File: src/rtl/down_counter_timer_pkg.sv
// Shared definitions for the loadable down-counter timer: state encodings and default width.
// State values match the encodings used by the companion up counter.
package down_counter_timer_pkg;

  localparam int DCT_WIDTH = 8;

  typedef enum logic [1:0] {
    ST_IDLE   = 2'd0,
    ST_RUN    = 2'd1,
    ST_PAUSED = 2'd2
  } state_t;

endpackage

File: src/rtl/down_counter_timer_if.sv
// Control/status bundle of the down-counter timer; master drives controls, slave is the timer.
// zero is combinational from count; everything else the timer returns is registered.
interface down_counter_timer_if
  import down_counter_timer_pkg::*;
#(
  parameter int WIDTH = DCT_WIDTH
);

  logic             load;
  logic [WIDTH-1:0] load_value;
  logic             start;
  logic             pause;
  logic             reload_en;
  logic [WIDTH-1:0] count;
  logic             busy;
  logic             done;
  logic             zero;

  modport master (
    output load, load_value, start, pause, reload_en,
    input  count, busy, done, zero
  );

  modport slave (
    input  load, load_value, start, pause, reload_en,
    output count, busy, done, zero
  );

endinterface

File: src/rtl/down_counter_timer.sv
// Loadable down-counter / one-shot timer with optional auto-reload; never wraps through zero.
// start at edge E0 -> decrements on E1..EN, done pulses with count==0 after EN; no backpressure.
module down_counter_timer
  import down_counter_timer_pkg::*;
#(
  parameter int WIDTH = DCT_WIDTH
) (
  input  logic                 clk,
  input  logic                 reset,
  down_counter_timer_if.slave  bus
);

  localparam logic [WIDTH-1:0] ONE = WIDTH'(1);

  state_t           state_q, state_nxt;
  logic [WIDTH-1:0] count_q, count_nxt;
  logic [WIDTH-1:0] reload_q, reload_nxt;
  logic             busy_q;
  logic             done_q, done_nxt;

  // Priority per edge: load > pause > start.
  always_comb begin
    state_nxt  = state_q;
    count_nxt  = count_q;
    reload_nxt = reload_q;
    done_nxt   = 1'b0;

    if (bus.load) begin
      count_nxt  = bus.load_value;
      reload_nxt = bus.load_value;
      state_nxt  = ST_IDLE;
    end else begin
      case (state_q)
        ST_IDLE: begin
          if (!bus.pause && bus.start && (count_q != '0)) begin
            state_nxt = ST_RUN;
          end
        end
        ST_RUN: begin
          if (bus.pause) begin
            state_nxt = ST_PAUSED;
          end else if (count_q == ONE) begin
            done_nxt = 1'b1;
            if (bus.reload_en) begin
              count_nxt = reload_q;
            end else begin
              count_nxt = '0;
              state_nxt = ST_IDLE;
            end
          end else if (count_q == '0) begin
            // Unreachable in normal use; refuse to wrap and fall back to idle.
            state_nxt = ST_IDLE;
          end else begin
            count_nxt = count_q - ONE;
          end
        end
        ST_PAUSED: begin
          if (bus.start && !bus.pause) begin
            state_nxt = ST_RUN;
          end
        end
        default: begin
          state_nxt = ST_IDLE;
        end
      endcase
    end
  end

  always_ff @(posedge clk or posedge reset) begin
    if (reset) begin
      state_q <= ST_IDLE;
      busy_q  <= 1'b0;
      done_q  <= 1'b0;
    end else begin
      state_q <= state_nxt;
      busy_q  <= (state_nxt != ST_IDLE);
      done_q  <= done_nxt;
    end
  end

  always_ff @(posedge clk or posedge reset) begin
    if (reset) begin
      count_q  <= '0;
      reload_q <= '0;
    end else begin
      count_q  <= count_nxt;
      reload_q <= reload_nxt;
    end
  end

  assign bus.count = count_q;
  assign bus.busy  = busy_q;
  assign bus.done  = done_q;
  assign bus.zero  = (count_q == '0);

endmodule

File: src/flat_wrapper.sv
// flat-port wrapper written by rule: the top's interface ports become plain ports
module down_counter_timer_flat import down_counter_timer_pkg::*;
#(
  parameter int WIDTH = DCT_WIDTH
)
  (clk, reset, bus_load, bus_load_value, bus_start, bus_pause, bus_reload_en, bus_count, bus_busy, bus_done, bus_zero);
  down_counter_timer_if #(.WIDTH(WIDTH)) bus_i ();
  input  logic clk;
  input  logic reset;
  input wire logic [$bits(bus_i.load)-1:0] bus_load;
  input wire logic [$bits(bus_i.load_value)-1:0] bus_load_value;
  input wire logic [$bits(bus_i.start)-1:0] bus_start;
  input wire logic [$bits(bus_i.pause)-1:0] bus_pause;
  input wire logic [$bits(bus_i.reload_en)-1:0] bus_reload_en;
  output wire logic [$bits(bus_i.count)-1:0] bus_count;
  output wire logic [$bits(bus_i.busy)-1:0] bus_busy;
  output wire logic [$bits(bus_i.done)-1:0] bus_done;
  output wire logic [$bits(bus_i.zero)-1:0] bus_zero;
  assign bus_i.load = bus_load;
  assign bus_i.load_value = bus_load_value;
  assign bus_i.start = bus_start;
  assign bus_i.pause = bus_pause;
  assign bus_i.reload_en = bus_reload_en;
  assign bus_count = bus_i.count;
  assign bus_busy = bus_i.busy;
  assign bus_done = bus_i.done;
  assign bus_zero = bus_i.zero;
  down_counter_timer #(.WIDTH(WIDTH)) u_core (.clk(clk), .reset(reset), .bus(bus_i));
endmodule
File: config.mk
export PLATFORM = sky130hd
export DESIGN_NAME = down_counter_timer_flat
export DESIGN_NICKNAME = d
export VERILOG_FILES = /design/src/rtl/down_counter_timer_pkg.sv /design/src/rtl/down_counter_timer_if.sv /design/src/rtl/down_counter_timer.sv /design/src/flat_wrapper.sv
export SDC_FILE = /design/constraint.sdc
export NUM_CORES = 1
export LEC_CHECK = 0
export CAP_MARGIN = 0
export CORE_MARGIN = 3
export CORE_UTILIZATION = 50
export DETAILED_ROUTE_END_ITERATION = 10
export GPL_ROUTABILITY_DRIVEN = 1
export PLACE_DENSITY = 0.87
export SETUP_SLACK_MARGIN = 0.02
export SYNTH_ARGS = -nofsm -noshare
export SYNTH_HDL_FRONTEND = slang
export SYNTH_SLANG_ARGS = --single-unit
File: constraint.sdc
create_clock -name clk -period 3.9 [get_ports clk]
set_input_delay 0.39 -clock clk [delete_from_list [all_inputs] [get_ports clk]]
set_output_delay 0.39 -clock clk [all_outputs]
set_load 0.005 [all_outputs]
==> results of run 1 <==
-- flip-flops by register name (all words and copies together), names as in the netlist --
register,flops
u_core.bus.busy,1
u_core.state_q,2
u_core.reload_q,8
u_core.bus.count,8
u_core.bus.done,1
-- routing by layer --
metal	part of all wire [%]	track usage, %	wire length [µm]	up-vias
li1	-	-	-	509
met1	42	30.4	1200	534
met2	48	33.3	1400	69
met3	8.2	3.81	235	7
met4	1.7	9.96	48	0
met5	0	0	0	-
-- path summary, 6_finish.rpt --
check	from	end	slack, ns	cells after the start
worst max-delay path	u_core.bus.count[4]	bus_zero	1.17	3
worst min-delay path	reset	u_core.reload_q[3]	0.50	2
worst max register to register	u_core.bus.count[1]	u_core.bus.count[3]	1.54	6
worst min register to register	u_core.reload_q[7]	u_core.reload_q[7]	0.50	1
max in group asynchronous	reset	u_core.reload_q[1]	2.93	2
min in group clk	u_core.reload_q[7]	u_core.reload_q[7]	0.50	1
-- through the flow --
step / instances / total power [mW] / utilization [%] / worst slack, ns / cell area (µm²)
floorplan: 121 / 0.342 / - / 1.94 / 1180
global placement: 168 / 0.400 / 68.5 / 1.57 / 1440
detailed placement: 168 / 0.403 / 68.5 / 1.48 / 1440
CTS: 172 / 0.573 / 71.0 / 1.21 / 1490
global route: 172 / 0.600 / 71.0 / 1.05 / 1490
finish: 172 / 0.574 / 71.0 / 1.17 / 1490
-- synth_stat cells (2+ instances only) --
cell type  number
a31oi_1         3
inv_1           8
dfrtp_1        20
nand2_1         7
nand2b_1        2
nand3_1         2
a32o_1          2
a222oi_1        2
o21bai_1        2
and2_1          2
or4_1           2
a21oi_1         3
ha_1            3
a221o_1         2
nor2b_1         3
nor3_1          5
o21ai_0         2
a22o_1          2
mux2_2          4
a2111oi_0       2
nor4_1          2
o32ai_1         2
nor2_1         10
a21o_1          2
o211ai_1        2
a211oi_1        2
clkbuf_1        4
-- critical path, cell delays in order (launching register included) --
cell	delay, ns
dfrtp_1	0.49
nor3_1	0.74
and3_1	0.30
clkdlybuf4s50_1	0.51
-- power groups by stage --
stage / logic [mW] / registers, mW / clock network [mW]
after detailed placement: 0.145 / 0.258 / 0
after global routing: 0.161 / 0.259 / 0.180
after global placement: 0.143 / 0.257 / 0
after CTS: 0.147 / 0.255 / 0.171
final: 0.149 / 0.255 / 0.171
after floorplan: 0.0905 / 0.251 / 0
-- cell type report --
type | instances | area [µm²]
multi-input cells | 87 | 623
fillers | 152 | 611
flip-flops and latches | 20 | 500
repair buffers | 25 | 248
inverters | 9 | 33.8
well taps | 27 | 33.8
clock inverters | 1 | 30.0
clock buffers | 3 | 22.5
-- cell families after synthesis --
family                     synth area share [%]
and+or+nand+nor                            19.5
adders and majority gates                  3.17
muxes                                      3.81
xor gates and xnor gates                  0.740
buffers and inverters                      5.07
AOI/OAI and AO/OA                          25.5
DFF                                        42.3
==> flow_summary_export.csv, run 1 <==
group,metric,value,unit
sta,period_minus_slack,2.73,ns
yosys,synth.distinct_cells,46,
final_layout,layout-drive-gt1-share,8.97,%
route,via_per_inst,6.51,
setup_path,critPathCaptureType,"output port",
global_route,grt_pass1_wl,4680,µm
yosys,ys_warn_count,0,
pwr,ir_worst_vdd,0.329,mV
final_layout,layout_commonest_cell,"clkdlybuf4s50_1",
final_layout,num-nets-final,163,
pwr,p_per_area,385,nW/µm²
sta,clock_skew,0.00229,ns
job,cap_violations,0,
yosys,synth_area_leaders,"dfrtp_1 (42%), mux2_2 (3.8%), ha_1 (3.2%)",
min_path,hp-class,"in -> async",
clocking,cts_sinks,20,
final_layout,layout_common_cells,"clkdlybuf4s50_1 (24), dfrtp_1 (20), nor2_1 (10)",
global_route,grt_overflow,0,
sta,fin_crit_sh,69.9,%
yosys,ys_seq_area_share,42.3,%
route,dr.pass1.iters,5,
setup_path,crit_path_start_kind,"flip-flop",
route,drcViolationCount,0,
die,die_area,2990,µm²
clocking,cts_tree,"done",
die,rows,16,
yosys,yosysTopAreaCell,"dfrtp_1",
setup_path,arrival,2.34,ns
sta,hold_slack,0.497,ns
global_route,grt_pass1_vias,1046,
yosys,synth_area_per_cell,9.78,µm²
sta,fmax,367,MHz
pwr,p_sw,0.168,mW
sta,slew_viol_final,0,
sta,slew_headroom,42.0,%
clocking,cts.path.max_buffers,2,
yosys,synthCells,121,
sta,worstMarginPinSlew,0.863,ns
global_route,grt.total_usage,22.0,%
route,ant_nets,0,
global_route,antenna_found_initial,0,
die,initial_utilization,56.3,%
pwr,p_leak,0.616,nW
route,wl,2880,µm
yosys,synth_nets,138,
setup_path,path_max_fanout,8,
sta,hold_viol_final,0,
route,drt-initial-drc-count,77,
clocking,insertion_delay,0.31,ns
clocking,cts_resized,0,
placement,numPortBuffers,24,
sta,setup_violations,0,
die,core_area,2100,µm²
yosys,synthArstFlopShare,100,%
route,wire_per_inst,16.7,µm
pwr,combPwrFrac,25.9,%
setup_path,crit_required,3.51,ns
pwr,p_sw_share,29.2,%
clocking,cts_max_level,1,
clocking,numCtsBuffers,3,
yosys,syn_area,1180,µm²
route,vias,1119,
pwr,p_clk_share,29.7,%
yosys,ys_ff_latch,20,
clocking,cts_hold_buf,0,
yosys,synthFlopType,"dfrtp_1",
sta,setup_tns,0,ns
die,ios,25,
pwr,intPower,0.407,mW
global_route,grt_max_degree,22,
yosys,synth_top_cell_area_share,42.3,%
yosys,synth-edff-count,0,
placement,gp_congestion,0.962,
clocking,cts-root-buf,"clkbuf_4",
final_layout,areaGrowthSynthToFinish,26.0,%
die,die_x,54.7,µm
clocking,post-cts-setup-buffer-count,0,
die,fp.dieH,54.7,µm
placement,dp_hpwl,2070,µm
final_layout,diodes,0,
setup_path,critical_path_class,"reg -> out",
sta,grt_setup_unrepaired,"false",
pwr,p_seq_share,44.4,%
status,status,"finished, final reports clean",
clocking,clk_pin_slew,0.12,ns
Power figures use the tool's default switching activity.
==> run 2, diff against run 1 <==
--- a/config.mk
+++ b/config.mk
@@ -7,10 +7,10 @@
 export LEC_CHECK = 0
 export CAP_MARGIN = 0
 export CORE_MARGIN = 3
-export CORE_UTILIZATION = 50
+export CORE_UTILIZATION = 45
 export DETAILED_ROUTE_END_ITERATION = 10
 export GPL_ROUTABILITY_DRIVEN = 1
-export PLACE_DENSITY = 0.87
+export PLACE_DENSITY = 0.83
 export SETUP_SLACK_MARGIN = 0.02
 export SYNTH_ARGS = -nofsm -noshare
 export SYNTH_HDL_FRONTEND = slang
==> constraint.sdc (replaced) <==
create_clock -name clk -period 2.2 [get_ports clk]
set_input_delay 0.22 -clock clk [delete_from_list [all_inputs] [get_ports clk]]
set_output_delay 0.22 -clock clk [all_outputs]
set_load 0.005 [all_outputs]
==> run 2 against run 1 <==
  * Sequential share of layout area shrank 2.3 points
  * Via count grew 0.89%
  * Flip-flop and latch count is the same
  * Clock skew grew 0.010 ns
  * First-iteration DRC count shrank 21%
  * Utilization shrank 3.2 points
  * Wire length grew 9.7%
  * Design area grew 7.2%
  * Critical path type is now reg -> reg
  * Largest cell class unchanged
  * Highest routed layer unchanged
==> flow_summary_export.csv, run 2 (synthesized netlist as in run 1, its figures left out) <==
group,metric,value,unit
global_route,grt.total_usage,20.5,%
job,cap_violations,0,
setup_path,r2r-start,"u_core.bus.count[1]",
die,rows,17,
sta,worstMarginPinSlew,0.762,ns
route,vias,1129,
clocking,cts_sinks,20,
setup_path,crit_path_start_kind,"flip-flop",
min_path,hp-class,"in -> async",
final_layout,stdcell_count,184,
global_route,grt_max_degree,21,
global_route,grt_pass1_wl,5260,µm
sta,fin_crit_sh,96.6,%
route,dr.pass1.iters,4,
die,die_x,57.3,µm
sta,slew_viol_final,0,
die,die_area,3280,µm²
final_layout,areaGrowthSynthToFinish,35.1,%
pwr,finalPower,1.07,mW
setup_path,crit_required,2.46,ns
final_layout,n_fill_cell,197,
route,wire_per_inst,17.2,µm
setup_path,timing.rr.end,"u_core.bus.count[4]",
final_layout,postLayoutCoreUtil,67.7,%
final_layout,layout_commonest_cell,"clkdlybuf4s50_1",
die,ios,25,
sta,period_minus_slack,2.13,ns
pwr,p_leak,0.682,nW
final_layout,num-nets-final,174,
placement,gp_congestion,1.02,
clocking,cts-root-buf,"clkbuf_4",
sta,slew_headroom,49.1,%
setup_path,r2r_slack,0.07,ns
sta,setup_violations,0,
clocking,insertion_delay,0.32,ns
pwr,ir_worst_vdd,0.539,mV
sta,fmax,471,MHz
setup_path,critPathCaptureType,"flip-flop",
placement,post-place-ws,-0.00901,ns
final_layout,diodes,0,
clocking,cts_max_level,1,
placement,numPortBuffers,24,
placement,dp_hpwl,2390,µm
clocking,clk_pin_slew,0.13,ns
die,fp.dieH,57.3,µm
clocking,cts_tree,"done",
sta,grt_setup_unrepaired,"false",
global_route,grt_overflow,0,
route,via_per_inst,6.14,
route,drt-initial-drc-count,61,
route,wl,3160,µm
placement,dp_cells,180,
setup_path,arrival,2.39,ns
status,status,"finished, final reports clean",
setup_path,slowest_stage,"or4b_4",
setup_path,path_max_fanout,5,
setup_path,crit_chain,"inv_1 > ha_1 > or4b_4 > or4_1 > o211a_1 > o2bb2ai_2",
setup_path,r2r_cells,6,
die,initial_utilization,50.1,%
final_layout,layout_common_cells,"clkdlybuf4s50_1 (23), dfrtp_1 (20), buf_4 (12)",
route,ant_nets,0,
sta,fin_ws,0.0749,ns
global_route,grt_pass1_vias,1099,
route,drcViolationCount,0,
sta,hold_viol_final,0,
clocking,post-cts-setup-buffer-count,0,
final_layout,layout-drive-gt1-share,17.3,%
global_route,antenna_found_initial,0,
pwr,p_per_area,667,nW/µm²
clocking,numCtsBuffers,3,
setup_path,critical_path_class,"reg -> reg",
die,core_area,2360,µm²
setup_path,slowest_delay,0.51,ns
sta,setup_tns,0,ns
sta,clock_skew,0.0123,ns
clocking,cts.path.max_buffers,2,
## run 2: cell types whose count changed in the layout (fill, tap and decap cells not counted)
cell             before  now
nor3_1                5    3
nor4b_4               0    1
nor4b_1               1    0
buf_4                 1   12
dlygate4sd2_1         0    1
clkdlybuf4s50_1      24   23
nor3_2                0    2
## run 2: metrics by stage
| step | instance area (µm²) | hold slack [ns] |
|---|---|---|
| floorplan | 1180 | 0.184 |
| global placement | 1520 | 0.462 |
| detailed placement | 1520 | 0.473 |
| CTS | 1590 | 0.344 |
| global route | 1600 | 0.380 |
| finish | 1600 | 0.315 |
## run 2: worst max-delay path, delay by kind of cell (launching register included)
kind	cells	cell delay, ns
flops	1	0.45
buf+inv	1	0.13
fa+ha+maj	1	0.24
simple gates	2	0.99
compound gates	2	0.27
## run 2: how the worst max path moves through the flow
stage	from	endpoint	slack, ns	depth (start not counted)
after floorplan	u_core.bus.count[1]	u_core.bus.count[4]	0.24	6
after global placement	u_core.bus.count[1]	u_core.bus.count[3]	0.11	7
after detailed placement	u_core.bus.count[1]	u_core.bus.count[5]	-0.009	7
after CTS	u_core.bus.count[1]	u_core.bus.count[4]	0.09	6
after global routing	u_core.bus.count[1]	u_core.bus.count[4]	0.02	6
final	u_core.bus.count[1]	u_core.bus.count[4]	0.07	6
## run 2: cell type report
class | instances | area, µm² | share of cell area, %
clock buffers | 3 | 22.5 | 1.41
clock inverters | 1 | 30.0 | 1.88
inverters | 9 | 33.8 | 2.11
multi-input cells | 87 | 648 | 40.5
flip-flops and latches | 20 | 500 | 31.3
well taps | 28 | 35.0 | 2.19
repair buffers | 36 | 329 | 20.6
## run 2: metal layers
metal	GRT usage, %	wire, µm
met2	32.6	1510
met1	27.3	1390
met5	0	0
met3	4.30	190
met4	8.28	63
## run 2: timing repair
action,4_1_cts,5_1_grt
hold buffers,0,0
gates cloned,0,0
endpoints found under the setup margin,4,2
pin swaps,0,0
gates resized for setup,4,1
## run 2: report_power, final
group / switching [mW] / total (mW) / internal (mW)
logic: 0.138 / 0.296 / 0.158
clock network: 0.128 / 0.312 / 0.185
registers: 0.0547 / 0.459 / 0.404
total: 0.320 / 1.07 / 0.746
==> run 3, diff against run 2 <==
--- a/config.mk
+++ b/config.mk
@@ -6,7 +6,7 @@
 export NUM_CORES = 1
 export LEC_CHECK = 0
 export CAP_MARGIN = 0
-export CORE_MARGIN = 3
+export CORE_MARGIN = 2
 export CORE_UTILIZATION = 45
 export DETAILED_ROUTE_END_ITERATION = 10
 export GPL_ROUTABILITY_DRIVEN = 1
==> run 3 against run 2 <==
  * Setup slack improved by 0.041 ns
  * Clock power decreased by 27%
  * Total power decreased by 8.9%
==> flow_summary_export.csv, run 3 (synthesized netlist as in run 1, its figures left out) <==
group,metric,value,unit
sta,setup_tns,0,ns
sta,fmax,480,MHz
clocking,insertion_delay,0.31,ns
clocking,cts_hold_buf,0,
clocking,cts_sinks,20,
placement,dp_hpwl,2350,µm
clocking,numCtsBuffers,3,
route,drcViolationCount,0,
final_layout,layout_common_cells,"clkdlybuf4s50_1 (24), dfrtp_1 (20), buf_4 (11)",
die,die_x,55.3,µm
die,rows,18,
clocking,clk_pin_slew,0.12,ns
sta,worstMarginPinSlew,0.786,ns
die,core_area,2480,µm²
final_layout,layout_commonest_cell,"clkdlybuf4s50_1",
die,initial_utilization,47.8,%
setup_path,crit_chain,"inv_1 > ha_2 > or4b_4 > or4_1 > o211a_1 > o2bb2ai_2",
global_route,grt_overflow,0,
setup_path,arrival,2.33,ns
sta,fin_ws,0.116,ns
sta,slew_headroom,47.5,%
clocking,cts.path.max_buffers,2,
die,die_area,3060,µm²
sta,period_minus_slack,2.08,ns
placement,gp_congestion,0.899,
setup_path,critical_path_class,"reg -> reg",
setup_path,path_max_fanout,5,
min_path,hp-class,"in -> async",
status,status,"finished, final reports clean",
sta,fin_crit_sh,94.7,%
route,wl,3160,µm
sta,slew_viol_final,0,
sta,clock_skew,0.00140,ns
clocking,cts_max_level,1,
die,fp.dieH,55.3,µm
setup_path,crit_required,2.45,ns
route,drt-initial-drc-count,55,
job,cap_violations,0,
sta,hold_viol_final,0,
route,ant_nets,0,
die,ios,25,
sta,setup_violations,0,
setup_path,critPathCaptureType,"flip-flop",
setup_path,critPathBufInv,1,
global_route,antenna_found_initial,0,
pwr,p_per_area,623,nW/µm²
global_route,grt_pass1_wl,5260,µm
setup_path,slowest_stage,"or4b_4",
sta,grt_setup_unrepaired,"true",
final_layout,diodes,0,
final_layout,layout-drive-gt1-share,16.1,%
global_route,grt_pass1_vias,1099,
clocking,cts_tree,"done",
global_route,grt_max_degree,21,
setup_path,slowest_delay,0.49,ns
route,dr.pass1.iters,4,
clocking,cts-root-buf,"clkbuf_4",
setup_path,crit_family,"simple AND/OR/NAND/NOR gates",
final_layout,areaGrowthSynthToFinish,31.7,%
placement,post-place-ws,0.0903,ns
global_route,grt.total_usage,21.6,%
route,via_per_inst,6.11,
pwr,p_leak,0.655,nW
route,wire_per_inst,17.1,µm
setup_path,crit_path_start_kind,"flip-flop",
route,vias,1131,
placement,numPortBuffers,24,
final_layout,num-nets-final,173,
pwr,ir_worst_vdd,0.396,mV
[run 3: cell types whose count changed in the layout (fill, tap and decap cells not counted), sizes merged]
cell	change
clkdlybuf4s50	+1
bufinv	-1
dlygate4sd2	-1
buf	-1
clkbuf	+1
[run 3: area by class of cell]
class                   count  area, µm²
clock buffers               4       36.3
flip-flops and latches     20        500
fillers                   232        918
inverters                   9       33.8
repair buffers             35        323
multi-input cells          87        628
well taps                  30       37.5
[run 3: final timing paths]
path	end	start	cells past startpoint	slack, ns
max in group asynchronous	u_core.bus.count[4]	reset	2	1.37
worst max register to register	u_core.bus.count[4]	u_core.bus.count[1]	6	0.12
min in group clk	u_core.reload_q[4]	bus_load_value[4]	3	0.49
worst min-delay path	u_core.state_q[0]	reset	2	0.34
worst min register to register	u_core.reload_q[7]	u_core.reload_q[7]	1	0.51
worst max-delay path	u_core.bus.count[4]	u_core.bus.count[1]	6	0.12
[run 3: where the power goes]
group          switching [mW]  internal, mW
registers              0.0506         0.404
clock network           0.127         0.101
logic                   0.136         0.152
[run 3: metal layers]
layer	vias to the layer above	wire length, µm	part of all wire, %	GRT usage (%)
li1	538	-	-	-
met2	54	1540	49	36.6
met3	5	245	7.7	2.58
met5	-	0	0	0
met4	0	42	1.3	6.97
met1	534	1340	42	28.6
[run 3: repair_timing]
action                     CTS  global route
buffers inserted             0             1
gates resized for setup      0             2
setup endpoints to repair    0             2
[run 3: through the flow]
stage | util (%) | instance area [µm²] | instances | hold WS, ns | power, mW
6_report | 62.9 | 1560 | 185 | 0.338 | 0.971
5_1_grt | 62.9 | 1560 | 185 | 0.423 | 1.02
4_1_cts | 62.4 | 1550 | 184 | 0.368 | 0.963
3_5_place_dp | 61.0 | 1510 | 180 | 0.488 | 0.741
3_3_place_gp | 61.0 | 1510 | 180 | 0.458 | 0.733
2_1_floorplan | - | 1180 | 121 | 0.184 | 0.606
